## src/rtl/spi_pkg.sv

```systemverilog
// Shared definitions for the SPI target core.
// Contents: FSM state type, default idle byte and synchronizer depth, SPI mode constants.
package spi_pkg;

    // Frame state: StIdle while cs_n is high, StActive while the target is selected.
    typedef enum logic {
        StIdle,
        StActive
    } spi_state_e;

    localparam logic [7:0]  IdleByteDefault   = 8'hFF;
    localparam int unsigned SyncStagesDefault = 2;

    // Only mode 0, MSB first, is supported.
    localparam logic SpiCpol     = 1'b0;
    localparam logic SpiCpha     = 1'b0;
    localparam logic SpiMsbFirst = 1'b1;

endpackage

```

## src/rtl/spi_sync.sv

```systemverilog
// Multi-flop synchronizer for one asynchronous single-bit input.
// Ports:
//   clk    system clock
//   rst_n  asynchronous active-low reset; every flop resets to RESET_VAL
//   d_i    asynchronous input
//   q_o    input synchronized to clk, STAGES cycles of latency
module spi_sync #(
    parameter int unsigned STAGES    = 2,
    parameter logic        RESET_VAL = 1'b0
) (
    input  logic clk,
    input  logic rst_n,
    input  logic d_i,
    output logic q_o
);

    logic [STAGES-1:0] sync_q;

    always_ff @(posedge clk or negedge rst_n) begin
        if (!rst_n) begin
            sync_q <= {STAGES{RESET_VAL}};
        end else begin
            sync_q <= (sync_q << 1) | STAGES'(d_i);
        end
    end

    assign q_o = sync_q[STAGES-1];

endmodule

```

## src/rtl/spi_target_core.sv

```systemverilog
// SPI target (mode 0, MSB first) running entirely in the clk domain.
// sclk, cs_n and mosi are oversampled through synchronizers; clk must be at least 4x sclk.
// Ports:
//   clk, rst_n         system clock, asynchronous active-low reset
//   sclk_i, cs_n_i     SPI clock and active-low select from the master (asynchronous)
//   mosi_i             master-to-target data
//   miso_o, miso_oe_o  target-to-master data and its output enable (high while selected)
//   rx_data_o          last complete received byte
//   rx_valid_o         one-cycle pulse, rx_data_o updated
//   rx_first_o         with rx_valid_o: first byte since cs_n fell
//   tx_data_i          byte to transmit next
//   tx_valid_i         tx_data_i offered; accepted when tx_ready_o is also high
//   tx_ready_o         one-byte transmit buffer is empty
//   tx_underrun_o      one-cycle pulse, IDLE_BYTE loaded because the buffer was empty
//   frame_abort_o      one-cycle pulse, cs_n rose with a partial byte in flight
module spi_target_core
    import spi_pkg::*;
#(
    parameter logic [7:0]  IDLE_BYTE   = IdleByteDefault,
    parameter int unsigned SYNC_STAGES = SyncStagesDefault
) (
    input  logic       clk,
    input  logic       rst_n,
    input  logic       sclk_i,
    input  logic       cs_n_i,
    input  logic       mosi_i,
    output logic       miso_o,
    output logic       miso_oe_o,
    output logic [7:0] rx_data_o,
    output logic       rx_valid_o,
    output logic       rx_first_o,
    input  logic [7:0] tx_data_i,
    input  logic       tx_valid_i,
    output logic       tx_ready_o,
    output logic       tx_underrun_o,
    output logic       frame_abort_o
);

    logic sclk_s, cs_n_s, mosi_s;

    spi_sync #(.STAGES(SYNC_STAGES), .RESET_VAL(1'b0)) u_sync_sclk (
        .clk   (clk),
        .rst_n (rst_n),
        .d_i   (sclk_i),
        .q_o   (sclk_s)
    );

    spi_sync #(.STAGES(SYNC_STAGES), .RESET_VAL(1'b1)) u_sync_cs_n (
        .clk   (clk),
        .rst_n (rst_n),
        .d_i   (cs_n_i),
        .q_o   (cs_n_s)
    );

    spi_sync #(.STAGES(SYNC_STAGES), .RESET_VAL(1'b0)) u_sync_mosi (
        .clk   (clk),
        .rst_n (rst_n),
        .d_i   (mosi_i),
        .q_o   (mosi_s)
    );

    spi_state_e state_q, state_d;
    logic       sclk_prev_q;
    logic [2:0] bit_cnt_q, bit_cnt_d;
    logic [6:0] rx_shift_q, rx_shift_d;
    logic [7:0] tx_shift_q, tx_shift_d;
    logic       reload_q, reload_d;     // byte finished, reload shifter on the next sclk fall
    logic       first_q, first_d;       // no byte completed yet in this frame
    logic [7:0] buf_q, buf_d;
    logic       buf_full_q, buf_full_d;
    logic       ready_en_q;             // holds tx_ready_o low until the cycle after reset
    logic [7:0] rx_data_q, rx_data_d;
    logic       rx_valid_q, rx_valid_d;
    logic       rx_first_q, rx_first_d;
    logic       underrun_q, underrun_d;
    logic       abort_q, abort_d;

    logic sclk_rise, sclk_fall, tx_accept, load;

    assign sclk_rise  = sclk_s & ~sclk_prev_q;
    assign sclk_fall  = ~sclk_s & sclk_prev_q;
    assign tx_ready_o = ready_en_q & ~buf_full_q;
    assign tx_accept  = tx_valid_i & tx_ready_o;

    always_comb begin
        state_d    = state_q;
        bit_cnt_d  = bit_cnt_q;
        rx_shift_d = rx_shift_q;
        tx_shift_d = tx_shift_q;
        reload_d   = reload_q;
        first_d    = first_q;
        buf_d      = buf_q;
        buf_full_d = buf_full_q;
        rx_data_d  = rx_data_q;
        rx_valid_d = 1'b0;
        rx_first_d = 1'b0;
        underrun_d = 1'b0;
        abort_d    = 1'b0;
        load       = 1'b0;

        if (tx_accept) begin
            buf_d      = tx_data_i;
            buf_full_d = 1'b1;
        end

        unique case (state_q)
            StIdle: begin
                if (!cs_n_s) begin
                    state_d   = StActive;
                    bit_cnt_d = 3'd0;
                    reload_d  = 1'b0;
                    first_d   = 1'b1;
                    load      = 1'b1;
                end
            end
            StActive: begin
                if (cs_n_s) begin
                    state_d   = StIdle;
                    abort_d   = (bit_cnt_q != 3'd0);
                    bit_cnt_d = 3'd0;
                    reload_d  = 1'b0;
                end else if (sclk_rise) begin
                    rx_shift_d = {rx_shift_q[5:0], mosi_s};
                    bit_cnt_d  = bit_cnt_q + 3'd1;
                    if (bit_cnt_q == 3'd7) begin
                        rx_data_d  = {rx_shift_q, mosi_s};
                        rx_valid_d = 1'b1;
                        rx_first_d = first_q;
                        first_d    = 1'b0;
                        reload_d   = 1'b1;
                    end
                end else if (sclk_fall) begin
                    if (reload_q) begin
                        load     = 1'b1;
                        reload_d = 1'b0;
                    end else begin
                        tx_shift_d = {tx_shift_q[6:0], 1'b0};
                    end
                end
            end
        endcase

        // The buffer cannot be accepted while full, so a load never races an accept.
        if (load) begin
            if (buf_full_q) begin
                tx_shift_d = buf_q;
                buf_full_d = 1'b0;
            end else begin
                tx_shift_d = IDLE_BYTE;
                underrun_d = 1'b1;
            end
        end
    end

    always_ff @(posedge clk or negedge rst_n) begin
        if (!rst_n) begin
            state_q     <= StIdle;
            sclk_prev_q <= 1'b0;
            bit_cnt_q   <= 3'd0;
            rx_shift_q  <= 7'd0;
            tx_shift_q  <= 8'd0;
            reload_q    <= 1'b0;
            first_q     <= 1'b0;
            buf_q       <= 8'd0;
            buf_full_q  <= 1'b0;
            ready_en_q  <= 1'b0;
            rx_data_q   <= 8'd0;
            rx_valid_q  <= 1'b0;
            rx_first_q  <= 1'b0;
            underrun_q  <= 1'b0;
            abort_q     <= 1'b0;
        end else begin
            state_q     <= state_d;
            sclk_prev_q <= sclk_s;
            bit_cnt_q   <= bit_cnt_d;
            rx_shift_q  <= rx_shift_d;
            tx_shift_q  <= tx_shift_d;
            reload_q    <= reload_d;
            first_q     <= first_d;
            buf_q       <= buf_d;
            buf_full_q  <= buf_full_d;
            ready_en_q  <= 1'b1;
            rx_data_q   <= rx_data_d;
            rx_valid_q  <= rx_valid_d;
            rx_first_q  <= rx_first_d;
            underrun_q  <= underrun_d;
            abort_q     <= abort_d;
        end
    end

    assign miso_oe_o     = (state_q == StActive);
    assign miso_o        = (state_q == StActive) & tx_shift_q[7];
    assign rx_data_o     = rx_data_q;
    assign rx_valid_o    = rx_valid_q;
    assign rx_first_o    = rx_first_q;
    assign tx_underrun_o = underrun_q;
    assign frame_abort_o = abort_q;

endmodule
```

## config.mk

```make
export PLATFORM = sky130hd
export DESIGN_NAME = spi_target_core
export DESIGN_NICKNAME = d
export VERILOG_FILES = /design/src/rtl/spi_pkg.sv /design/src/rtl/spi_sync.sv /design/src/rtl/spi_target_core.sv
export SDC_FILE = /design/constraint.sdc
export NUM_CORES = 1
export LEC_CHECK = 0
export ABC_CLOCK_PERIOD_IN_PS = 1400
export CAP_MARGIN = 5
export CORE_UTILIZATION = 48
export CTS_CLUSTER_DIAMETER = 80
export DETAILED_ROUTE_END_ITERATION = 8
export GPL_ROUTABILITY_DRIVEN = 0
export GPL_TIMING_DRIVEN = 0
export PLACE_DENSITY = 0.7
export SYNTH_ARGS = -nofsm -noshare
export SYNTH_HDL_FRONTEND = slang
export SYNTH_SLANG_ARGS = --single-unit
```

## constraint.sdc

```tcl
create_clock -name clk -period 1.4 [get_ports clk]
set_input_delay 0.21 -clock clk [delete_from_list [all_inputs] [get_ports clk]]
set_output_delay 0.21 -clock clk [all_outputs]
set_load 0.02 [all_outputs]
```

## Word-level counts from Yosys, hierarchy flattened

Cells that the tools add are included.

- Input bits: 14
- Flip-flop bits (word level): 50

- Reductions and logical operators: 9
- Mux-type cells: 43
- Bitwise gates (word level): 13
- $add $sub $neg: 1
- Eq/ne operators: 11

Operator list:

| operator | count |
|---|---|
| two-way mux 8 bit | 7 |
| two-way mux 1 bit | 29 |
| two-way mux 3 bit | 3 |
| != test 2 x 1 -> 1 bit (second input constant) | 4 |
| AND reduction 4 bit | 2 |
| != test 2 bit (second input constant) | 3 |
| OR 2 x 1 -> 2 bit | 3 |
| one-hot mux 1 bit (2 select lines) | 3 |
| one-hot mux 3 bit (2 select lines) | 1 |
| AND reduction 3 bit | 2 |
| AND 1 bit | 5 |
| NOT 1 bit | 5 |
| AND reduction 5 bit | 1 |
| != test 4 x 1 -> 1 bit (second input constant) | 1 |
| != test 4 x 2 -> 1 bit (second input constant) | 1 |
| nonzero test 2 bit | 2 |
| adder 3 x 1 -> 3 bit (second input constant) | 1 |
| equality test 3 bit (second input constant) | 1 |
| != test 3 x 1 -> 1 bit (second input constant) | 1 |
| nonzero test 3 bit | 1 |
| AND reduction 2 bit | 1 |

## Depth between registers and ports, before layout

- Depth after elaboration: 8
- Gate-level depth with buffers: 5
- Depth with buffers taken out: 5

## By module

A second synthesis with hierarchy kept.

- Cell total of the unflattened synthesis: 155
- Area total of the unflattened synthesis: 2028.2 µm²

Modules (own cells, without submodules):

| module | area an instance (µm²) | cells each | instances |
|---|---|---|---|
| spi_target_core | 1875.5 | 149 | 1 |
| spi_sync (u_sync_mosi ...) | 50.0 | 2 | 2 |
| spi_sync (u_sync_cs_n) | 52.6 | 2 | 1 |

## Worst setup path before layout

OpenSTA, ideal clock, no wires.

- Kind: reg-to-reg
- Start point: reg buf_full_q
- End point: reg buf_q[0]
- Arrival time: 1391 ps
- Clock period less this slack: 1516 ps
- Stages on the path, launching flop included: 4
- Required time: 1275 ps
- Path slack: -116 ps
- Setup time: 125 ps
- Cells stage by stage: dfrtp_1 > nor2b_1 > nand2_1 > mux2_2

- Longest elaborated chain between the ends: 3

Ends and longest elaborated chain:

| what | RTL line | RTL |
|---|---|---|
| start, declared | spi_target_core.sv:70 | `logic buf_full_q, buf_full_d;` |
| start signal, assigned | spi_target_core.sv:181 | `buf_full_q <= buf_full_d;` |
| NOT 1 bit | spi_target_core.sv:82 | `assign tx_ready_o = ready_en_q & ~buf_full_q;` |
| AND 1 bit | spi_target_core.sv:82 |  |
| named net tx_ready_o | spi_target_core.sv:34 | `output logic tx_ready_o,` |
| AND 1 bit | spi_target_core.sv:83 | `assign tx_accept = tx_valid_i & tx_ready_o;` |
| end signal, assigned | spi_target_core.sv:180 | `buf_q <= buf_d;` |
| end, declared | spi_target_core.sv:69 | `logic [7:0] buf_q, buf_d;` |

The timed path passes the listed nets, and every way through them passes these cells.
A chain may end at the register's enable or synchronous reset.

## Worst setup path in the final report

- Start point: reg state_q, in the netlist miso_oe_o
- End point: reg rx_data_q[7], in the netlist rx_data_o[7]

- Longest elaborated chain between the ends: 1

Ends and longest elaborated chain:

| what | RTL line | RTL |
|---|---|---|
| start, declared | spi_target_core.sv:62 | `spi_state_e state_q, state_d;` |
| start signal, assigned | spi_target_core.sv:157 | `state_q <= StIdle;` |
| start signal, assigned | spi_target_core.sv:173 | `state_q <= state_d;` |
| AND reduction 4 bit (no line) | -- |  |
| end signal, assigned | spi_target_core.sv:183 | `rx_data_q <= rx_data_d;` |
| end, declared | spi_target_core.sv:72 | `logic [7:0] rx_data_q, rx_data_d;` |

Every way passes these cells.

==> results by group <==
STA
  – Crit share post-route: 102.6%
  – RSZ-0062 raised after global routing: true
  – Worst hold margin: 314.0 ps
  – Setup ws final: -36.48 ps
  – Final setup viols: 9
  – Fin crit period: 1436 ps
  – Pins Over Slew Limit: 0
  – Slew @ Worst Pin: 626.6 ps
  – Rel. slew slack: 58.22%
  – Final hold violation count: 0
  – Layout Skew: 12.61 ps
  – F_max: 0.6961 GHz

Outcome
  – Status: complete, but fails checks
  – Failing checks: setup timing

Floorplan
  – IO Pins: 29
  – Die W: 68.22 um
  – Initial Util: 51.14%
  – Num rows: 23
  – Die area: 4653 um^2
  – DIE HEIGHT: 68.22 um
  – Core area: 4115 um^2

Drt
  – M1 WL: 1765 um
  – Routed wl met2: 1853 um
  – # DRC: 0
  – DR WL/cell: 14.70 um
  – Top Metal Used: met4
  – Antenna Nets Post-Route: 0
  – Vias: 1279
  – Initial DRT Pass Iterations: 4
  – Drt first-iter violations: 56
  – Routed wl met3: 90 um
  – Final wirelength: 3778 um
  – Detailed-route vias per instance: 4.977

Critical path
  – Reg2reg end: rx_data_o[7]
  – Worst R2R Setup Slack: -40 ps
  – Endpoint class of the critical path: flip-flop
  – CP startpoint kind: flip-flop
  – Worst endpoint data arrival time: 1630 ps
  – Worst Setup SP: miso_oe_o
  – Worst reg2reg path depth: 5
  – CP required: 1590 ps
  – Crit-path max FO: 6
  – Critical path class: reg -> reg
  – RR Startpoint: miso_oe_o

Hold path
  – Hold EP: u_sync_cs_n.sync_q[0]
  – Hold crit path type: in -> reg
  – HP Start: cs_n_i
  – WHS Path Cells: 1

Logic synthesis
  – Mapped Area: 2105 um^2
  – Seq/Total Area, Yosys: 59.57%
  – Cell variety after synth: 26
  – Cell count after synthesis: 149
  – Yosys top cell by area: dfrtp_1
  – Post-Syn Area per Cell: 14.12 um^2
  – Most common flop cell mapped by yosys: dfrtp_1
  – Synthesized Nets: 166
  – Async SR Flop Fraction: 100.0%
  – Flops & latches, synth: 50
  – Ys Warns: 0
  – Yosys top cell area share: 57.07%
  – Number of synthesized flops with an enable pin: 0
  – Ranking of synthesized cells by area: dfrtp_1 57%, mux2_2 11%, mux2i_1 5.7%

Pwr
  – Worst VDD drop: 0.0006840 V
  – Power per cell area: 1269 nW/um^2
  – Static leakage: 1.399 nW
  – Total Power: 3.624 mW

Finish
  – Diodes inserted: 0
  – FF+latch area: 1256 um^2
  – Syn-to-layout area delta: 35.73%
  – Fillers: 294
  – Nets: 224
  – Final Cell Area: 2856 um^2
  – Multi-input logic area: 848.3 um^2
  – Layout cells sized above 1: 38.65%
  – Non-Filler Instances: 257

GRT
  – Initial antenna violation count: 0
  – Pin count of the biggest net entering global routing: 27
  – Number of global-route vias before repair: 1327
  – GRT overflow: 0
  – First-pass GRT wire length: 6085 um
  – Total GRT Usage: 18.35%

Placed design
  – Placed cell areas: 2474 um^2
  – Buffers added on ports: 28
  – Post-Place Setup Slack: -129.5 ps
  – Dpl cells: 228
  – Dpl hpwl: 2265 um

Clock network
  – Num CTS Buffers: 5
  – Clk root buf: clkbuf_8
  – H-tree depth: 2
  – Worst skew pair latency: 300 ps
  – Clock Tree Buf Depth: 2
  – CTS tree: done
  – CTS Sinks: 50
  – Clock-pin transition on the worst setup and hold timing paths: 90 ps

Run
  – Max-Cap Viols: 0
## registers in the layout (all words and copies together) (netlist names)
signal	cells
rx_data_o	8
rx_first_o	1
sclk_prev_q	1
rx_shift_q	7
bit_cnt_q	3
buf_q	8
reload_q	1
tx_shift_q	8
buf_full_q	1
miso_oe_o	1
u_sync_cs_n.sync_q	2
tx_underrun_o	1
u_sync_mosi.sync_q	2
frame_abort_o	1
ready_en_q	1
u_sync_sclk.sync_q	2
first_q	1
rx_valid_o	1
## layout by cell type (no fill, tap or decap), types with 3 or more instances in the layout
cell and instances:
buf_4 17, mux2_4 12, mux2i_1 12, clkdlybuf4s50_1 12, inv_1 10, dlygate4sd2_1 13
a21oi_1 3, nand2_1 7, dfrtp_1 46, mux2_2 16, nand2b_1 6, clkbuf_8 6
o21ai_0 8, buf_6 5, nor2b_1 4
## where the power goes
part	switching, mW	internal, mW
logic	0.284	0.448
clock network	0.450	0.572
registers	0.148	1.72
## how the worst max path moves through the flow
stage	end	slack [ps]	depth (start not counted)
after floorplan	rx_data_o[0]	-60	5
after global placement	miso_oe_o	-1370	1
after detailed placement	rx_data_o[7]	-130	5
after CTS	rx_data_o[2]	-80	4
after global routing	rx_data_o[2]	-70	5
final	rx_data_o[7]	-40	5
## routing by layer
layer / track usage [%] / vias to the layer above
met5: 0 / -
met4: 7.031 / 0
met2: 30.02 / 21
li1: - / 618
met1: 23.69 / 633
met3: 4.000 / 7
## through the flow
stage	TNS, ps	util [%]
3_5_place_dp	-1730	60.11
5_1_grt	-655.2	69.41
4_1_cts	-788.3	66.16
3_3_place_gp	-60530	59.56
6_report	-226.6	69.41
2_1_floorplan	-665.6	-
## critical path, stage by stage, from the launching register on
cell	delay, ps
dfrtp_2	380
buf_6	120
and4bb_4	300
buf_12	160
nand2_8	70
mux2_4	300
## synthesized netlist by cell type, types with 2 or more instances
master and n:
a21oi_1 3, buf_6 3, dfrtp_1 48, dfstp_2 2
ha_1 3, inv_1 10, mux2_2 20, mux2_4 8
mux2i_1 12, nand2_1 7, nand2b_1 7, nor2b_1 5
o21ai_0 8
## cell type report
type	instances	share of cell area (%)
Inverter	10	1.314
Clock inverter	1	1.051
Sequential cell	50	43.98
Clock buffer	6	2.891
Buffer	3	1.489
Tap cell	50	2.190
Multi-Input combinational cell	86	29.70
Timing Repair Buffer	51	17.39
## cells by family after synthesis
kind of cell    count (synthesis)  share of synthesized area [%]
other cells                     1                         0.1782
compound gates                 14                          3.805
mux                            40                          22.12
simple gates                   27                          8.800
fa+ha+maj                       3                          1.784
buf+inv                        14                          3.746
flops                          50                          59.57
## repair_timing
| action | CTS | global route |
|---|---|---|
| gates cloned | 2 | 0 |
| pin swaps | 2 | 2 |
| hold buffers | 1 | 0 |
| setup buffers | 10 | 10 |
| hold endpoints to repair | 23 | 0 |
| gates resized for setup | 30 | 12 |
| setup endpoints to repair | 32 | 33 |
No activity file was read; power rests on OpenSTA's default activity.
